File: config.mk
export PLATFORM = sky130hd
export DESIGN_NAME = rtc_bus_arbiter
export DESIGN_NICKNAME = d
export VERILOG_FILES = /design/src/rtl/rtc_pkg.sv /design/src/rtl/rtc_refresh_timer.sv /design/src/rtl/rtc_bus_arbiter.sv
export SDC_FILE = /design/constraint.sdc
export NUM_CORES = 1
export LEC_CHECK = 0
export ABC_AREA = 1
export BUFFER_PORTS_ARGS = -buffer_cell sky130_fd_sc_hd__buf_2
export CAP_MARGIN = 20
export CORE_ASPECT_RATIO = 0.7
export CORE_UTILIZATION = 45
export DETAILED_ROUTE_END_ITERATION = 10
export PLACE_DENSITY = 0.73
export SYNTH_ARGS = -nofsm -noshare
export SYNTH_HDL_FRONTEND = slang
export SYNTH_SLANG_ARGS = --single-unit
File: constraint.sdc
create_clock -name clk -period 1.4 [get_ports clk]
set_input_delay 0.28 -clock clk [delete_from_list [all_inputs] [get_ports clk]]
set_output_delay 0.28 -clock clk [all_outputs]
set_load 0.02 [all_outputs]
File: src/rtl/rtc_pkg.sv
// Shared definitions for the RTC bus slice: arbiter state encoding, bus owner
// type and the RTC register addresses written by the edit engine.
package rtc_pkg;

  localparam logic [1:0] ST_IDLE    = 2'd0;
  localparam logic [1:0] ST_GNT_RD  = 2'd1;
  localparam logic [1:0] ST_GNT_WR  = 2'd2;
  localparam logic [1:0] ST_RELEASE = 2'd3;

  typedef enum logic {
    OWN_RD = 1'b0,
    OWN_WR = 1'b1
  } owner_e;

  // Time/date registers
  localparam logic [7:0] ADDR_SEC   = 8'h21;
  localparam logic [7:0] ADDR_MIN   = 8'h22;
  localparam logic [7:0] ADDR_HOUR  = 8'h23;
  localparam logic [7:0] ADDR_DAY   = 8'h24;
  localparam logic [7:0] ADDR_MONTH = 8'h25;
  localparam logic [7:0] ADDR_YEAR  = 8'h26;
  // Timer registers
  localparam logic [7:0] ADDR_TSEC  = 8'h41;
  localparam logic [7:0] ADDR_TMIN  = 8'h42;
  localparam logic [7:0] ADDR_THOUR = 8'h43;

  function automatic logic is_edit_addr(input logic [7:0] addr);
    return ((addr >= ADDR_SEC) && (addr <= ADDR_YEAR)) ||
           ((addr >= ADDR_TSEC) && (addr <= ADDR_THOUR));
  endfunction

endpackage

File: src/rtl/rtc_refresh_timer.sv
// Free-running refresh pacer: one-cycle refresh_tick every REFRESH_CYCLES clocks.
module rtc_refresh_timer #(
  parameter int unsigned REFRESH_CYCLES = 100000,
  parameter int unsigned CNT_W          = 24
) (
  input  logic clk,
  input  logic reset,
  output logic refresh_tick
);

  localparam logic [CNT_W-1:0] LAST = CNT_W'(REFRESH_CYCLES - 1);

  logic [CNT_W-1:0] cnt_q, cnt_d;

  always_comb begin
    cnt_d = (cnt_q == LAST) ? '0 : cnt_q + CNT_W'(1);
  end

  always_ff @(posedge clk or negedge reset) begin
    if (!reset) cnt_q <= '0;
    else        cnt_q <= cnt_d;
  end

  assign refresh_tick = (cnt_q == LAST);

endmodule

File: src/rtl/rtc_bus_arbiter.sv
// Two-requester round-robin arbiter for the RTC register bus plus refresh pacing.
// Optional grant timeout enabled by defining ARB_TIMEOUT_EN.
module rtc_bus_arbiter
  import rtc_pkg::*;
#(
  parameter int unsigned REFRESH_CYCLES = 100000,
  parameter int unsigned CNT_W          = 24
`ifdef ARB_TIMEOUT_EN
  ,
  parameter int unsigned TIMEOUT_CYCLES = 255
`endif
) (
  input  logic       clk,
  input  logic       reset,
  output logic       refresh_tick,
  input  logic       rd_req,
  input  logic       rd_done,
  input  logic [7:0] rd_dir,
  input  logic       rd_lee,
  output logic       rd_gnt,
  input  logic       wr_req,
  input  logic       wr_done,
  input  logic [7:0] wr_dir,
  input  logic [7:0] wr_dato,
  input  logic       wr_escribe,
  output logic       wr_gnt,
  output logic [7:0] bus_dir,
  output logic [7:0] bus_dato,
  output logic       bus_escribe,
  output logic       bus_lee,
  output logic       timeout_err
);

  logic [1:0] state_q, state_d;
  owner_e     last_owner_q, last_owner_d;
  logic       rd_req_q, wr_req_q;
  logic       in_grant;
  logic       tmo_hit;

  rtc_refresh_timer #(
    .REFRESH_CYCLES(REFRESH_CYCLES),
    .CNT_W         (CNT_W)
  ) u_refresh (
    .clk         (clk),
    .reset       (reset),
    .refresh_tick(refresh_tick)
  );

  assign in_grant = (state_q == ST_GNT_RD) || (state_q == ST_GNT_WR);

`ifdef ARB_TIMEOUT_EN
  localparam int unsigned TMO_W = $clog2(TIMEOUT_CYCLES + 1);

  logic [TMO_W-1:0] tmo_q, tmo_d;
  logic             err_q, err_d;

  assign tmo_hit = in_grant && (tmo_q == TMO_W'(TIMEOUT_CYCLES - 1));

  // Counter idles at zero outside a grant, so grant entry always starts from 0.
  always_comb begin
    tmo_d = in_grant ? tmo_q + TMO_W'(1) : '0;
    err_d = err_q | tmo_hit;
  end

  always_ff @(posedge clk or negedge reset) begin
    if (!reset) begin
      tmo_q <= '0;
      err_q <= 1'b0;
    end else begin
      tmo_q <= tmo_d;
      err_q <= err_d;
    end
  end

  assign timeout_err = err_q;
`else
  assign tmo_hit     = 1'b0;
  assign timeout_err = 1'b0;
`endif

  // Arbitration looks at the registered requests, release at the live ones.
  always_comb begin
    state_d      = state_q;
    last_owner_d = last_owner_q;
    case (state_q)
      ST_IDLE: begin
        if (rd_req_q && (!wr_req_q || (last_owner_q == OWN_WR))) begin
          state_d      = ST_GNT_RD;
          last_owner_d = OWN_RD;
        end else if (wr_req_q) begin
          state_d      = ST_GNT_WR;
          last_owner_d = OWN_WR;
        end
      end
      ST_GNT_RD: begin
        if (rd_done || !rd_req || tmo_hit) state_d = ST_RELEASE;
      end
      ST_GNT_WR: begin
        if (wr_done || !wr_req || tmo_hit) state_d = ST_RELEASE;
      end
      ST_RELEASE: state_d = ST_IDLE;
      default:    state_d = ST_IDLE;
    endcase
  end

  always_ff @(posedge clk or negedge reset) begin
    if (!reset) begin
      state_q      <= ST_IDLE;
      last_owner_q <= OWN_WR;
      rd_req_q     <= 1'b0;
      wr_req_q     <= 1'b0;
    end else begin
      state_q      <= state_d;
      last_owner_q <= last_owner_d;
      rd_req_q     <= rd_req;
      wr_req_q     <= wr_req;
    end
  end

  assign rd_gnt = (state_q == ST_GNT_RD);
  assign wr_gnt = (state_q == ST_GNT_WR);

  always_comb begin
    bus_dir     = '0;
    bus_dato    = '0;
    bus_escribe = 1'b0;
    bus_lee     = 1'b0;
    if (state_q == ST_GNT_RD) begin
      bus_dir = rd_dir;
      bus_lee = rd_lee;
    end else if (state_q == ST_GNT_WR) begin
      bus_dir     = wr_dir;
      bus_dato    = wr_dato;
      bus_escribe = wr_escribe;
    end
  end

endmodule

After elaboration in Yosys (flattened, before gate mapping)
Index checks and enable logic that the tools add are counted.

Register bits: 29. Bits in latches: 0. Memory bits (writable): 0. Memory bits (read-only): 0. Input port bits: 32. Output and inout port bits: 22. Logic and storage cells: 39. Memories kept: 0.

$add $sub $neg: 1. Multiply operators: 0. Div/mod/pow operators: 0. Magnitude comparators: 0. Equality and inequality tests: 7. Shifts and indexed selects: 0. Multiplexer cells: 15. Bitwise logic cells: 0. Reduce and logical (&&, ||, !) cells: 11.

Operators by type and width (number): 8-bit 2-to-1 mux (4); 24-bit by 1-bit adder with 24-bit output, second input constant (1); 24-bit by 17-bit equality test with 1-bit output, second input constant (1); 24-bit 2-to-1 mux (1); 2-bit 2-to-1 mux (4); 2-bit case mux with 4 select lines (1); 1-bit 2-to-1 mux (5); 2-bit equality test, second input constant (2); 2-bit by 1-bit inequality test with 1-bit output, second input constant (2); 1-bit logical NOT (3); 1-bit logical OR (3); 3-bit inequality test, second input constant (1); 3-bit AND reduction (1); 2-bit by 1-bit equality test with 1-bit output, second input constant (1); 2-bit logical NOT (1); 2-bit AND reduction (1); 2-bit nonzero test (1); 1-bit logical AND (1).

Logic depth before layout (Yosys ltp)
Word-level depth: 5. Depth in mapped cells: 9. Depth with buffers taken out: 9.

Modules after synthesis
Synthesis repeated with hierarchy kept, for this count alone.

Cells, all modules: 310. Area total of the unflattened synthesis: 2037.0 µm².

By module, submodules not included: rtc_refresh_timer (times used 1, cells each 219, area each 1483.9 µm², sequential area each 600.6 µm²); rtc_bus_arbiter (times used 1, cells each 91, area each 553.0 µm², sequential area each 126.4 µm²).

Least setup slack after synthesis
OpenSTA, ideal clock, no wires.

Kind: reg2out. From: reg state_q[0]. To: out bus_dato[0]. Data arrival time: 1.583 ns. Required time: 1.120 ns. Path slack: -0.463 ns. Stages on the path, launching flop included: 7. Buffers on the path: 2. Cells stage by stage: dfrtp_1 inv_1 ha_1 clkbuf_1 buf_2 nand2_1 nor2_1.

Longest elaborated chain between the ends: 3. Elaborated cells between the ends (all ways): 4. Those cells by class: 2 x eq/ne; 2 x mux.

RTL lines: start: declaration (RTL line rtc_bus_arbiter.sv:34) `logic [1:0] state_q, state_d;`; start signal: assignment (RTL line rtc_bus_arbiter.sv:113) `state_q <= state_d;`; 2-bit equality test; net wr_gnt (RTL line rtc_bus_arbiter.sv:26) `output logic wr_gnt,`; 8-bit 2-to-1 mux (RTL line rtc_bus_arbiter.sv:131) `end else if (state_q == ST_GNT_WR) begin`; 8-bit 2-to-1 mux (RTL line rtc_bus_arbiter.sv:128) `if (state_q == ST_GNT_RD) begin`; end: declaration (RTL line rtc_bus_arbiter.sv:28) `output logic [7:0] bus_dato,`.

The timed path passes the listed nets, and every way through them passes these cells.

Worst setup path in the final report
From: reg u_refresh.cnt_q[8]. To: out refresh_tick.

Longest elaborated chain between the ends: 1.

RTL lines: start: declaration (RTL line rtc_refresh_timer.sv:13) `logic [CNT_W-1:0] cnt_q, cnt_d;`; start signal: assignment (RTL line rtc_refresh_timer.sv:21) `else cnt_q <= cnt_d;`; 24-bit by 17-bit equality test with 1-bit output (RTL line rtc_refresh_timer.sv:24) `assign refresh_tick = (cnt_q == LAST);`; end: declaration (RTL line rtc_bus_arbiter.sv:15) `output logic refresh_tick,`.

No other way between the ends.

==> summary.txt <==
met1 WL: 2690 um
Pint: 2.54 mW
die width: 81.9 um
Detail Route met3 WL: 498 um
Data required, critical path: 1120 ps
Comb pwr share: 59.7%
Syn-to-layout area delta: 59.7%
final antenna-violating net count: 0
global-route wire length before repair: 8770 um
final instance area: 0.00321 mm^2
core area: 0.00409 mm^2
num rows: 19
vias per inst: 4.96
GRT overflow: 0
DRC: 0
Inst Count DP: 423
Placement Setup Slack: -62.0 ps
synth warn: 0
hpwl dp: 4050 um
Pwr Density: 1310 mW/mm^2
Leak: 1.64 nW
H-tree levels: 2
number of top-level pins: 54
Routed WL per cell: 14.0 um
Total Wirelength: 6360 um
Worst-Skew Late Latency: 280 ps
Post-Syn Nets: 344
die footprint: 0.00474 mm^2
outcome: complete, but fails checks
Max-Cap Viols: 0
antenna violations before repair: 0
Critical R2R Launch: state_q[0]
Switching Share: 39.5%
Clock Power Share: 17.3%
all-layer global routing usage: 25.0%
Worst Hold Class: in -> reg
Max Clk Rate: 578 MHz
met2 WL post-DR: 3140 um
routed vias: 2255
Final Non-Filler Cells: 455
Final WS setup: -329 ps
Psw: 1.66 mW
final worst path period need: 1730 ps
register area share after synthesis: 36.2%
CP endpoint kind: output pin
# diodes: 0
Synth Instances: 307
worst-path maximum fanout: 3
Fillers: 265
Clock transition at path regs: 60 ps
Worst Setup SP: u_refresh.cnt_q[8]
Initial Util: 49.2%
Die H: 57.9 um
CTS buffer count: 5
Max clock buf depth: 2
layout cells sized above 1: 47.6%
CTS root buf: clkbuf_8
kind of critical path: reg -> out
CP Data Arrival Time: 1450 ps
hold path startpoint: rd_req
placed standard-cell area: 0.00258 mm^2
Core Util, Final: 78.5%
failing checks: negative setup slack
Nets: 439
CTS tree: yes
IO Port Bufs: 52
vias in the first global route: 1951
# clock sinks: 29
final hold vios: 0
critical path startpoint category: register
Syn Area/Cell: 6.55 um^2
Worst VDD drop: 1660 uV
DR iter-0 viols: 177
RSZ-0062 raised after global routing: yes
GPL Wtd Cong: 0.897
Netlist cell types: 26
Final Cycle Share: 123%
Yosys reg bits: 29
Reg power frac: 22.9%
final setup fails: 23
Mapped Area: 0.00201 mm^2
largest net degree at the start of global routing: 16
clock skew: 6.14 ps
Slew Viols, Final: 0
1st-pass router iterations: 4
DR top layer: met4
==> worst paths after layout <==
path	endpoint	slack (ps)	cells after the start
worst max-delay path	refresh_tick	-330	6
worst min-delay path	rd_req_q	120	1
worst max register to register	state_q[0]	-110	8
worst min register to register	u_refresh.cnt_q[14]	510	1
max in group asynchronous	last_owner_q	460	3
min in group asynchronous	u_refresh.cnt_q[20]	440	2
==> logic make-up after synthesis <==
group                      after synthesis  share of synthesized area, %
AOI/OAI and AO/OA                       10                          2.86
xor gates and xnor gates                10                          4.36
adders and majority gates                5                          3.11
buffers and inverters                   53                          10.2
DFF                                     29                          36.2
other                                    1                         0.187
and+or+nand+nor                        199                          43.1
==> Yosys cell counts <==
master     n  area share (%)
nor3_1     3            0.75
buf_4      1            0.37
nor2_2     4             1.2
o21ai_0    7             1.7
nand2_1   92              17
inv_2      2            0.37
xnor2_1    1            0.44
nor2_1    58              11
buf_2      2            0.50
xor2_1     9             3.9
o211ai_1   1            0.37
nor2_4     5             2.8
buf_1      1            0.19
dfstp_2    1             1.3
nand3_2    1            0.50
inv_1     46             8.6
clkbuf_1   1            0.19
nand3b_1   1            0.37
nand4_1    4             1.2
nand3_1   23             5.7
a21boi_0   1            0.37
conb_1     1            0.19
ha_1       5             3.1
o31ai_1    1            0.37
nand2_2    8             2.5
dfrtp_1   28              35
==> sequential cells by signal, indices dropped and copies added (netlist names) <==
register         count
last_owner_q         1
state_q              2
u_refresh.cnt_q     24
wr_req_q             1
rd_req_q             1
==> cell usage in the layout (no fill, tap or decap), types with 5 or more instances in the layout <==
cell,count
buf_2,31
dfrtp_2,6
nor2_1,38
inv_1,40
nor2_4,18
nand2_2,30
dfrtp_1,22
inv_2,7
buf_6,24
nand3_2,7
clkbuf_8,6
nand2_4,5
nand3_1,17
buf_4,32
nor2_2,11
xor2_1,9
nand2_1,65
==> area by class of cell <==
cell class              instances  area [um^2]  share of cell area, %
inverters                      48          183                   5.69
flip-flops and latches         29          734                   22.9
well taps                      52         65.1                   2.03
multi-input cells             225         1360                   42.5
clock buffers                   8         90.1                   2.80
repair buffers                 93          776                   24.2
==> power groups by stage <==
stage          combinational, mW  clock [mW]  sequential, mW
6_report                    2.51       0.729           0.964
4_1_cts                     2.02       0.740           0.946
3_3_place_gp                1.52           0           0.956
3_5_place_dp                1.58           0           0.958
2_1_floorplan               1.19           0           0.959
5_1_grt                     2.65       0.770           0.969
==> per-stage QoR <==
stage          TNS (ps)  total power [mW]  hold slack, ps
6_report          -6050              4.20             121
5_1_grt           -7380              4.39             114
4_1_cts           -5550              3.71             111
3_5_place_dp       -196              2.54             218
3_3_place_gp          0              2.48             215
2_1_floorplan      -404              2.15           -15.6
==> worst max-delay path: stages, from the launching register on <==
cell and delay, ps:
dfrtp_2 420, nor2_1 110, nand3_1 100, nor2_1 170
nand3_2 110, nor2_2 120, buf_4 140
==> repair_timing <==
item	4_1_cts	5_1_grt
gates resized for setup	41	70
cloned	0	1
setup endpoints to repair	25	42
hold endpoints to repair	14	0
pin swaps	3	13
hold buffers	1	0
setup buffers	9	13
==> metal layers <==
metal / vias up / track usage, %
met5: - / 0
met3: 5 / 5.51
met4: 0 / 5.51
li1: 1118 / -
met1: 1044 / 34.3
met2: 88 / 40.3
(Power assumes the default switching activity.)
